`config.mk`:
```
export PLATFORM = sky130hd
export DESIGN_NAME = logic_op_pipe
export DESIGN_NICKNAME = d
export VERILOG_FILES = /design/src/rtl/logic_op_pipe.sv
export SDC_FILE = /design/constraint.sdc
export NUM_CORES = 1
export LEC_CHECK = 0
export CORE_MARGIN = 5
export CORE_UTILIZATION = 45
export CTS_CLUSTER_SIZE = 28
export DETAILED_ROUTE_END_ITERATION = 10
export HOLD_SLACK_MARGIN = 0.03
export PLACE_DENSITY = 0.83
export SLEW_MARGIN = 25
export SYNTH_ARGS = -nofsm -noshare
export SYNTH_HDL_FRONTEND = slang
export SYNTH_SLANG_ARGS = --single-unit
```
`constraint.sdc`:
```
create_clock -name clk -period 2.71 [get_ports clk]
set_clock_uncertainty 0.15 [all_clocks]
set_input_delay 0.4065 -clock clk [delete_from_list [all_inputs] [get_ports clk]]
set_output_delay 0.4065 -clock clk [all_outputs]
set_load 0.005 [all_outputs]
```
`src/rtl/logic_op_pipe.sv`:
```
// Registered bitwise logic unit (NOT/AND/OR/XOR) feeding a DEPTH-stage valid/ready pipeline.
// Optional LOGIC_OP_PIPE_CNT_EN adds a 16-bit output-transfer counter port xfer_cnt.
module logic_op_pipe #(
    parameter int                WIDTH   = 8,
    parameter int                DEPTH   = 2,
    parameter logic [WIDTH-1:0]  RST_VAL = {WIDTH{1'b0}}
) (
    input  logic             clk,
    input  logic             rst_n,
    input  logic             in_valid,
    output logic             in_ready,
    input  logic [WIDTH-1:0] in_a,
    input  logic [WIDTH-1:0] in_b,
    input  logic [1:0]       op,
    output logic             out_valid,
    input  logic             out_ready,
    output logic [WIDTH-1:0] out,
    output logic             busy
`ifdef LOGIC_OP_PIPE_CNT_EN
    ,
    output logic [15:0]      xfer_cnt
`endif
);

    logic             w_en;
    logic [WIDTH-1:0] w_res;
    logic [DEPTH-1:0] w_valid;
    logic [WIDTH-1:0] w_data [DEPTH];

    always_comb begin
        w_res = ~in_a;
        case (op)
            2'b00: w_res = ~in_a;
            2'b01: w_res = in_a & in_b;
            2'b10: w_res = in_a | in_b;
            2'b11: w_res = in_a ^ in_b;
            default: w_res = ~in_a;
        endcase
    end

    // Global stall: every stage advances together whenever the last stage can drain.
    assign w_en = ~w_valid[DEPTH-1] | out_ready;

    for (genvar g = 0; g < DEPTH; g++) begin : g_stage
        logic             r_v;
        logic [WIDTH-1:0] r_d;
        logic             w_up_v;
        logic [WIDTH-1:0] w_up_d;

        if (g == 0) begin : g_first
            assign w_up_v = in_valid;
            assign w_up_d = w_res;
        end else begin : g_next
            assign w_up_v = w_valid[g-1];
            assign w_up_d = w_data[g-1];
        end

        // Data only follows real items, so bubbles leave the previous value in place.
        always_ff @(posedge clk or negedge rst_n) begin
            if (!rst_n) begin
                r_v <= 1'b0;
                r_d <= RST_VAL;
            end else if (w_en) begin
                r_v <= w_up_v;
                if (w_up_v) begin
                    r_d <= w_up_d;
                end
            end
        end

        assign w_valid[g] = r_v;
        assign w_data[g]  = r_d;
    end

    assign in_ready  = w_en;
    assign out_valid = w_valid[DEPTH-1];
    assign out       = w_data[DEPTH-1];
    assign busy      = |w_valid;

`ifdef LOGIC_OP_PIPE_CNT_EN
    logic [15:0] r_xfer_cnt;

    always_ff @(posedge clk or negedge rst_n) begin
        if (!rst_n) begin
            r_xfer_cnt <= 16'h0000;
        end else if (w_valid[DEPTH-1] && out_ready) begin
            r_xfer_cnt <= r_xfer_cnt + 16'd1;
        end
    end

    assign xfer_cnt = r_xfer_cnt;
`endif

endmodule

```
==> impl_results.md <==
* Unrepaired setup endpoints after global routing: no
* Status: complete, no violations
* Die H at 62.2 µm
* Count of cell types in the netlist at 18
* Tmin final at 2.15 ns
* Critical path fanouts, max at 14
* Total gr overflow at 0
* Clk pwr share at 15.9%
* Cell Pwr Density at 520 nW/µm²
* Post-Syn Instances at 112
* Setup-failing EPs final at 0
* CTS tree: done
* Vias in the first global route at 903
* Clock tree buffer depth at 2
* Worst r2r path cells at 3
* Slew Viols, Final at 0
* Post-synthesis sequential area ratio at 36.7%
* Final ANT Viol Nets at 0
* Remaining DRCs at 0
* Diode count at 0
* Clock latency on the worst-skew pair at 0.29 ns
* Total Nets Final at 181
* First-pass GRT wire length at 3880 µm
* I/O Buffers at 32
* Fraction of layout cells with a size suffix above 1 at 17.0%
* Antenna violations before repair at 0
* Dpl cells at 169
* Place WS at 0.563 ns
* Syn_area_per_cell at 10.9 µm²
* Final setup margin at 0.564 ns
* Total GRT Usage at 12.2%
* Max-slew headroom at 47.5%
* CTS buffer count at 3
* Initial core utilization at 45.6%
* Total power at 810 µW
* WL final at 2320 µm
* Startpoint types: input pin
* P_leak at 0.725 nW
* Fin Setup TNS at 0 ns
* Reg clk slew, reported paths at 0.09 ns
* WP data required at 2.15 ns
* Die area at 3870 µm²
* CP arrival at 1.59 ns
* Vias/cell at 5.20
* Die Width at 62.2 µm
* Hold Vio Cnt, Final at 0
* Cell row count at 19
* Htree depth at 1
* CP Capture Type: output port
* CTS resizes at 0
* Core Util, Final at 58.0%
* Peak supply drop at 0.340 mV
* Worst hold-check path type: flip-flop to flip-flop
* Synth warn at 0
* Sw Pwr at 229 µW
* Dpl hpwl at 1870 µm
* Maxcap violations at 0
* Core area at 2690 µm²
* Cts hold-fix bufs at 0
* Via Count at 894
* Root Driver: clkbuf_4
* Slew of the pin with the lowest slew margin at 0.784 ns
* 1st-iter DRT viols at 14
* Filler instances at 235
* Final period util at 79.2%
* Sw frac at 28.3%
* Sequential share of power at 46.7%
* Setup Buffers After CTS at 0
* Comb power frac at 37.5%
* Avg WL per Cell at 13.5 µm
* Yosys reg bits at 18
* Mapped Area at 1230 µm²
* Largest net degree at the start of global routing at 25
* IO Count at 33
* Pre-Repair DR Iteration Count at 3
* Final Non-Filler Cells at 172
* Worst hold path stage count at 1
* CP Class: input pin to output port
* Fmax at 0.466 GHz
* Mapped Nets at 150
* GPL Wtd Cong at 0.726
* Clock tree sinks at 18
* Internal power consumption at 581 µW
* Area growth, synth to finish at 27.1%
==> state kept, by name, summed over array words and instances, names as in the netlist <==
register	cells
g_stage.r_d	8
g_stage.r_v	1
out_valid	1
out	8
==> synth_stat cells <==
| cell type | n | area [µm²] |
|---|---|---|
| a21oi_1 | 8 | 40.0 |
| or2_2 | 1 | 6.26 |
| o21ai_0 | 8 | 40.0 |
| buf_4 | 1 | 7.51 |
| mux2i_1 | 8 | 80.1 |
| nand2_2 | 1 | 6.26 |
| dfrtp_1 | 18 | 450 |
| buf_2 | 3 | 15.0 |
| mux2_2 | 9 | 101 |
| nand2_1 | 8 | 30.0 |
| inv_1 | 16 | 60.1 |
| ha_1 | 16 | 200 |
| a221oi_2 | 8 | 120 |
| nand2b_1 | 1 | 6.26 |
| and3_1 | 1 | 6.26 |
| and3b_1 | 1 | 8.76 |
| buf_6 | 3 | 33.8 |
| nand2b_4 | 1 | 13.8 |
==> cell usage in the layout (no fill, tap or decap), types with 3 or more instances in the layout <==
master / n
a21oi_1: 8
a221oi_2: 8
clkbuf_4: 3
clkdlybuf4s50_1: 32
dfrtp_1: 18
ha_1: 16
inv_1: 16
mux2_2: 9
mux2i_1: 8
nand2_1: 8
o21ai_0: 8
==> power groups by stage <==
stage	registers [mW]	clock network (mW)	logic, mW
after detailed placement	0.384	0	0.307
after floorplan	0.379	0	0.146
after global routing	0.387	0.140	0.330
final	0.378	0.128	0.304
after global placement	0.380	0	0.295
after CTS	0.379	0.129	0.308
==> worst paths after layout <==
check	from	endpoint	slack, ns
max in group asynchronous	rst_n	g_stage[0].r_d[6]	1.51
min reg2reg	out[6]	out[6]	0.36
min	out[6]	out[6]	0.36
min in group asynchronous	rst_n	out[1]	0.42
max reg2reg	out_valid	g_stage[0].r_d[6]	1.18
max	out_ready	in_ready	0.56
==> final cells by class <==
type                       instances  area, µm²  share of cell area [%]
tap                               31       38.8                    2.49
clock buffer                       3       22.5                    1.44
multi-input combinational         71        659                    42.3
sequential                        18        450                    28.9
inverter                          16       60.1                    3.85
timing repair buffer              33        328                    21.0
==> logic make-up after synthesis <==
group,after synthesis,share of synthesized area [%]
AOI/OAI and AO/OA,24,16.3
buffers and inverters,23,9.49
DFF,18,36.7
muxes,17,14.8
adders and majority gates,16,16.3
and+or+nand+nor,14,6.33
==> metal layers <==
| metal | global-route usage [%] | share of wire, % | up-vias |
|---|---|---|---|
| li1 | - | - | 444 |
| met1 | 13.7 | 42 | 427 |
| met2 | 21.9 | 53 | 18 |
| met3 | 2.34 | 3.7 | 5 |
| met4 | 5.15 | 1.8 | 0 |
| met5 | 0 | 0 | - |
==> per-stage QoR <==
stage	hold WS [ns]	instance area, µm²
2_1_floorplan	-0.0391	1230
3_3_place_gp	0.340	1540
3_5_place_dp	0.348	1540
4_1_cts	0.369	1560
5_1_grt	0.375	1560
6_report	0.364	1560
==> critical path, stage by stage <==
cell	delay, ns
clkdlybuf4s50_1	0.46
nand2b_4	0.20
clkdlybuf4s50_1	0.52
(Power assumes the default switching activity.)
